**config.mk**
```make
export PLATFORM = sky130hd
export DESIGN_NAME = uart_tx_sched
export DESIGN_NICKNAME = d
export VERILOG_FILES = /design/src/rtl/uart_tx_sched.sv
export SDC_FILE = /design/constraint.sdc
export NUM_CORES = 1
export LEC_CHECK = 0
export ABC_AREA = 1
export CORE_ASPECT_RATIO = 1.1
export CORE_MARGIN = 8
export CORE_UTILIZATION = 30
export DETAILED_ROUTE_END_ITERATION = 7
export RECOVER_POWER = 50
export SLEW_MARGIN = 20
export SYNTH_ARGS = -nofsm -noshare
export SYNTH_HDL_FRONTEND = slang
export SYNTH_SLANG_ARGS = --single-unit
export TNS_END_PERCENT = 20
```
**constraint.sdc**
```tcl
create_clock -name clk -period 2.41 [get_ports clk]
set_clock_uncertainty 0.2 [all_clocks]
set_input_delay 0.6025 -clock clk [delete_from_list [all_inputs] [get_ports clk]]
set_output_delay 0.6025 -clock clk [all_outputs]
set_load 0.02 [all_outputs]
```
**src/rtl/uart_tx_sched.sv**
```systemverilog
// uart_tx_sched: round-robin arbiter that shares one UART_tx serializer
// between NUM_REQ byte producers. It also generates the serializer's baud strobe.
// One frame is in flight at a time. Completion is reported back to the
// requester that owned the frame.
module uart_tx_sched #(
    parameter int NUM_REQ = 4,
    parameter int DIV_W   = 16
) (
    input  logic                       clk,
    input  logic                       rst,
    input  logic [NUM_REQ-1:0]         req,
    input  logic [8*NUM_REQ-1:0]       req_data,
    input  logic [DIV_W-1:0]           baud_div,
    output logic [NUM_REQ-1:0]         gnt,
    output logic                       done,
    output logic [$clog2(NUM_REQ)-1:0] done_id,
    output logic                       busy,
    output logic                       trmt,
    output logic [7:0]                 tx_data,
    output logic                       baud_clk,
    input  logic                       tx_done
);

    localparam int ID_W = $clog2(NUM_REQ);

    localparam logic [1:0] IDLE  = 2'd0;
    localparam logic [1:0] ISSUE = 2'd1;
    localparam logic [1:0] WAIT  = 2'd2;

    localparam logic [ID_W:0]    NUM_REQ_X = (ID_W+1)'(NUM_REQ);
    localparam logic [ID_W-1:0]  LAST_ID   = ID_W'(NUM_REQ - 1);
    localparam logic [DIV_W-1:0] DIV_MIN   = DIV_W'(2);

    logic [1:0]         state_reg;
    logic [ID_W-1:0]    rr_ptr_reg;
    logic [ID_W-1:0]    cur_id_reg;
    logic [DIV_W-1:0]   div_q_reg;
    logic [DIV_W-1:0]   baud_cnt_reg;
    logic               tx_done_q_reg;
    logic [7:0]         tx_data_reg;
    logic               trmt_reg;
    logic [NUM_REQ-1:0] gnt_reg;
    logic               done_reg;
    logic [ID_W-1:0]    done_id_reg;

    // Per-requester byte view of the flat data bus.
    logic [7:0] req_byte [NUM_REQ];

    generate
        for (genvar gi = 0; gi < NUM_REQ; gi++) begin : g_req_byte
            assign req_byte[gi] = req_data[8*gi +: 8];
        end
    endgenerate

    // Rotate requests so that bit 0 is the requester at rr_ptr.
    // The lowest set bit of the rotated vector is then the winner.
    logic [2*NUM_REQ-1:0] req_dbl;
    logic [NUM_REQ-1:0]   req_rot;
    logic [ID_W-1:0]      rot_off;
    logic [ID_W:0]        win_sum;
    logic [ID_W-1:0]      winner;
    logic [ID_W-1:0]      next_ptr;
    logic [DIV_W-1:0]     div_sel;
    logic                 baud_hit;
    logic                 tx_done_rise;

    assign req_dbl = {req, req} >> rr_ptr_reg;
    assign req_rot = req_dbl[NUM_REQ-1:0];

    // Priority pick of the first requesting slot after the pointer (lowest offset wins).
    always_comb begin
        rot_off = '0;
        for (int k = NUM_REQ - 1; k >= 0; k--) begin
            if (req_rot[k]) begin
                rot_off = ID_W'(k);
            end
        end
    end

    assign win_sum  = {1'b0, rr_ptr_reg} + {1'b0, rot_off};
    assign winner   = (win_sum >= NUM_REQ_X) ? ID_W'(win_sum - NUM_REQ_X) : win_sum[ID_W-1:0];
    assign next_ptr = (cur_id_reg == LAST_ID) ? '0 : cur_id_reg + 1'b1;

    // Divisors below 2 cannot produce a distinct strobe period, so they are clamped.
    assign div_sel = (baud_div < DIV_MIN) ? DIV_MIN : baud_div;

    assign baud_hit     = (state_reg == WAIT) && (baud_cnt_reg == div_q_reg - DIV_W'(1));
    assign tx_done_rise = tx_done & ~tx_done_q_reg;

    // Edge detector for tx_done. A level left over from the last frame never looks like a rise.
    always_ff @(posedge clk or posedge rst) begin
        if (rst) begin
            tx_done_q_reg <= 1'b0;
        end else begin
            tx_done_q_reg <= tx_done;
        end
    end

    // Scheduler FSM: arbitrate, issue one trmt/gnt pulse, then wait for frame completion.
    always_ff @(posedge clk or posedge rst) begin
        if (rst) begin
            state_reg   <= IDLE;
            rr_ptr_reg  <= '0;
            cur_id_reg  <= '0;
            div_q_reg   <= DIV_MIN;
            tx_data_reg <= 8'h00;
            trmt_reg    <= 1'b0;
            gnt_reg     <= '0;
            done_reg    <= 1'b0;
            done_id_reg <= '0;
        end else begin
            trmt_reg <= 1'b0;
            gnt_reg  <= '0;
            done_reg <= 1'b0;
            case (state_reg)
                IDLE: begin
                    if (|req) begin
                        tx_data_reg <= req_byte[winner];
                        cur_id_reg  <= winner;
                        div_q_reg   <= div_sel;
                        trmt_reg    <= 1'b1;
                        gnt_reg     <= NUM_REQ'(1) << winner;
                        state_reg   <= ISSUE;
                    end
                end
                ISSUE: begin
                    rr_ptr_reg <= next_ptr;
                    state_reg  <= WAIT;
                end
                WAIT: begin
                    if (tx_done_rise) begin
                        done_reg    <= 1'b1;
                        done_id_reg <= cur_id_reg;
                        state_reg   <= IDLE;
                    end
                end
                default: begin
                    state_reg <= IDLE;
                end
            endcase
        end
    end

    // Baud counter: held at 0 until the frame starts, then wraps every div_q cycles.
    always_ff @(posedge clk or posedge rst) begin
        if (rst) begin
            baud_cnt_reg <= '0;
        end else if (state_reg != WAIT) begin
            baud_cnt_reg <= '0;
        end else if (baud_hit) begin
            baud_cnt_reg <= '0;
        end else begin
            baud_cnt_reg <= baud_cnt_reg + DIV_W'(1);
        end
    end

    assign gnt      = gnt_reg;
    assign trmt     = trmt_reg;
    assign tx_data  = tx_data_reg;
    assign done     = done_reg;
    assign done_id  = done_id_reg;
    assign busy     = (state_reg != IDLE);
    assign baud_clk = baud_hit;

endmodule

```
# After elaboration in Yosys (flattened, before gate mapping)
# Cells that the tools add are included.
# classes
addsub,5
magnitude_cmp,3
eq_ne,7
shift,2
muxes,21
n_bitwise,3
n_reduce_logical,7
# op_table
cell,count
$mux W16,3
$add A16 B1 Y16 const B,1
$bmux W8 S2,1
$eq A16 B16 Y1,1
$lt A16 B2 Y1 const B,1
$mux W2,8
$mux W8,2
$sub A16 B1 Y16 const B,1
$mux W4,2
$shr A8 B2 Y4,1
$ge A3 B3 Y1 const B,2
$ne A2 B2 Y1 const B,3
$pmux W2 S3,1
$reduce_and A2 Y1,3
$eq A2 B2 Y1 const B,2
$mux W1,4
$reduce_or A4 Y1,1
$shl A1 B2 Y4 const A,1
$add A2 B2 Y3,1
$not A2 Y3,1
$add A2 B1 Y2 const B,1
$eq A2 B1 Y1 const B,1
$logic_not A2 Y1,1
$reduce_bool A2 Y1,1
4 further kinds,4
# word_totals
register_bits,55
out_inout_bits,18

# Depth between registers and ports, before layout
# logic_depth
ltp_word,12
ltp_mapped,17
ltp_nobuf,16

# Worst setup path after synthesis
# Ideal clock, no wire load.
# synth_path
path_kind,reg2out
startpoint,reg div_q_reg[1]
endpoint,out baud_clk
arrival_time_ns,1.637
required_ns,1.607
path_slack_ns,-0.030
path_stages_with_launch,11
path_cell_list,dfstp_2 inv_1 ha_1 xnor2_1 nor2_1 nand2_1 nor2_1 nand3_1 nor3_1 nand2_1 inv_1
# synth_via
elab_chain_cells,3
# synth_lines
item,line_no,text
start: declaration,37,logic [DIV_W-1:0] div_q_reg;
start signal: assignment,120,div_q_reg <= div_sel;
$sub A16 B1 Y16,87,assign baud_hit = (state_reg == WAIT) && (baud_cnt_reg == div_q_reg - DIV_W'(1));
$eq A16 B16 Y1,87,
$logic_and A1 B1 Y1,87,
end: declaration,20,"output logic baud_clk,"
# Every way passes these cells.

# Worst setup path after layout
# Ends and elaborated chain as after synthesis.

==> flow_metrics.env <==
export IMPL_status="finished, violations left"
export IMPL_violations="negative setup slack"
export IMPL_grt_max_degree=43
export IMPL_r2r_setup_slack_ns=0.03
export IMPL_synth_warnings=0
export IMPL_first_iter_violations=149
export IMPL_cts_sinks=55
export IMPL_finalSetupTns_ns=-0.456
export IMPL_min_period_ns=2.87
export IMPL_fin_cells=866
export IMPL_rsz0062_at_grt="yes"
export IMPL_ff2ff_path_depth=14
export IMPL_place_inst=853
export IMPL_die_area_mm2=0.0160
export IMPL_synth_fp_nets=622
export IMPL_syn_inst=563
export IMPL_start_kind="register"
export IMPL_yosysUniqueCellTypes=33
export IMPL_diodes=0
export IMPL_io_buffers=72
export IMPL_cp_cell_sequence="inv_2 > ha_4 > xnor2_2 > nor2_2 > nand2_1 > nor2_1 > nand3_1 > nor3_1 > nand2_1 > inv_2 > buf_6"
export IMPL_die_h_um=132
export IMPL_viasPerCell=4.52
export IMPL_drive_gt1_frac=0.198
export IMPL_fin_nets=770
export IMPL_grt_ovfl_total=0
export IMPL_syn_avg_cell_area_um2=6.51
export IMPL_dp_hpwl_mm=8.84
export IMPL_fin_ws_ns=-0.456
export IMPL_timing_rr_start="rr_ptr_reg[0]"
export IMPL_cpPeakStageDelay_ns=0.54
export IMPL_pre_cts_ws_ns=-0.723
export IMPL_cts_tree="done"
export IMPL_gp_congestion=0.899
export IMPL_wl_per_cell_um=12.6
export IMPL_postRouteAntennaNets=0
export IMPL_syn_area_mm2=0.00367
export IMPL_track_usage=0.141
export IMPL_synth_top_cells_by_area="dfrtp_1 (37%), nand2_1 (25%), nor2_1 (6.3%)"
export IMPL_crit_buf_inv=3
export IMPL_row_count=42
export IMPL_worstReg2RegEnd="tx_data[5]"
export IMPL_timing_fmax_ghz=0.349
export IMPL_slew_violations=0
export IMPL_netlist_top_cell_by_area="dfrtp_1"
export IMPL_htreeDepth=2
export IMPL_cp_end_kind="output port"
export IMPL_firstDrtPassIters=4
export IMPL_p_per_area_mw_per_mm2=1280
export IMPL_cts_buffer_depth=2
export IMPL_grt_first_pass_wirelength_mm=18.6
export IMPL_min_path_type="reg -> reg"
export IMPL_crit_path_max_fanout=2
export IMPL_vdd_ir_drop_worst_mv=0.921
export IMPL_area_growth_syn_to_layout_pct=49.6
export IMPL_cp_top_family="simple AND/OR/NAND/NOR gates"
export IMPL_ys_seq_elements=55
export IMPL_drv_cap=0
export IMPL_synth_seq_area_share=0.376
export IMPL_antenna_found_initial=0
export IMPL_finalCritPeriodShare=1.19
export IMPL_vias=3916
export IMPL_path_class="reg -> out"
export IMPL_hold_start="tx_done_q_reg"
export IMPL_wirelength_mm=10.9
export IMPL_arrival_ns=2.06
export IMPL_cpMaxStageDelayCell="dfstp_2"
export IMPL_clkTransAtPathRegs_ns=0.07
export IMPL_leakagePower_nw=2.78
export IMPL_clockRootBuffer="clkbuf_16"
export IMPL_start_util=0.306
export IMPL_setup_viol=1
export IMPL_tightest_slew_ns=0.570
export IMPL_clkLatencyLatePin_ns=0.30
export IMPL_coreArea_mm2=0.0120
export IMPL_ios=73
export IMPL_crit_required_ns=1.61
export IMPL_holdPathStages=1
export IMPL_cts_inserted_buffers=5
export IMPL_finalHoldViolations=0
export IMPL_die_w_um=121
export IMPL_grt_pass1_vias=4200
export IMPL_utilization=0.458
export IMPL_hold_path_end="done"
export IMPL_slew_headroom=0.620
export IMPL_synth_top_area_frac=0.369
export IMPL_drc=0
==> worst reg2reg max path: cells and delay by family (launching register included) <==
kind | cells | cell delay, ns
adders and majority gates | 1 | 0.18
AOI/OAI and AO/OA | 2 | 0.20
and+or+nand+nor | 7 | 0.58
xor gates and xnor gates | 1 | 0.19
DFF | 1 | 0.47
buffers and inverters | 3 | 0.45
==> cells in the mapped netlist (all sizes together) <==
| cell type | n |
|---|---|
| nand3b | 6 |
| dfstp | 1 |
| a21boi | 1 |
| dfrtp | 54 |
| nand4 | 7 |
| and2 | 2 |
| nor3 | 13 |
| nor4 | 5 |
| inv | 62 |
| clkbuf | 8 |
| a22oi | 1 |
| ha | 4 |
| o21ai | 23 |
| a21oi | 5 |
| o31ai | 1 |
| xor2 | 12 |
| nor2 | 67 |
| clkinv | 2 |
| nand3 | 31 |
| nor3b | 1 |
| nand2 | 243 |
| buf | 4 |
| xnor2 | 10 |
==> layout by cell type, fill, tap and decap left out, drive strengths merged, types with 2 or more instances in the layout <==
master	count
nor3	13
clkbuf	9
nor2	67
nand4	7
nand2	243
o21ai	23
buf	80
nand3	31
ha	4
xnor2	10
xor2	12
inv	64
nor4	5
clkinv	2
a21oi	5
dfrtp	54
dlygate4sd3	2
and2	2
nand3b	6
clkdlybuf4s50	65
==> worst max path at each step <==
stage,startpoint,end,slack (ns),cells past startpoint
after floorplan,req[0],tx_data[6],-0.03,16
after global placement,div_q_reg[1],baud_clk,-0.68,11
after detailed placement,req[0],tx_data[2],-0.72,16
after CTS,div_q_reg[1],baud_clk,-0.46,11
after global routing,div_q_reg[1],baud_clk,-0.63,11
final,div_q_reg[1],baud_clk,-0.46,11
==> per-stage QoR <==
step / hold WS [ns] / power, mW / area [um^2]
after floorplan: 0.214 / 3.99 / 3670
after global placement: 0.238 / 5.68 / 5120
after detailed placement: 0.238 / 5.74 / 5120
after CTS: 0.252 / 6.77 / 5380
after global routing: 0.268 / 7.69 / 5480
final: 0.250 / 7.05 / 5480
==> timing repair <==
action	CTS	global route
setup endpoints to repair	27	30
hold buffers	0	0
setup buffers	3	2
pin swaps	13	23
gates resized for setup	33	34
==> kinds of logic after synthesis <==
logic type,share of synthesized area
compound gates,0.0464
simple gates,0.427
fa+ha+maj,0.0137
xor+xnor,0.0526
flops,0.376
buf+inv,0.0850
==> power by group <==
group          total (mW)  leakage [nW]  switching, mW  internal, mW
Sequential           1.53         0.705          0.289          1.25
Clock               0.838        0.0844          0.342         0.496
Combinational        4.67          1.99           2.54          2.14
==> cell type report <==
cell class	count	area [um^2]
fill	1215	6500
tap	154	193
timing repair buffer	153	1360
clock buffer	5	125
sequential	55	1380
multi-input combinational	432	2130
clock inverter	3	47.5
inverter	64	243
==> metal layers <==
metal / routed length, um / track usage / share of wire
met2: 5510 / 0.254 / 0.51
met5: 0 / 0 / 0
met3: 663 / 0.0407 / 0.061
met1: 4460 / 0.151 / 0.41
met4: 265 / 0.0508 / 0.024
No activity file was read; power rests on OpenSTA's default activity.
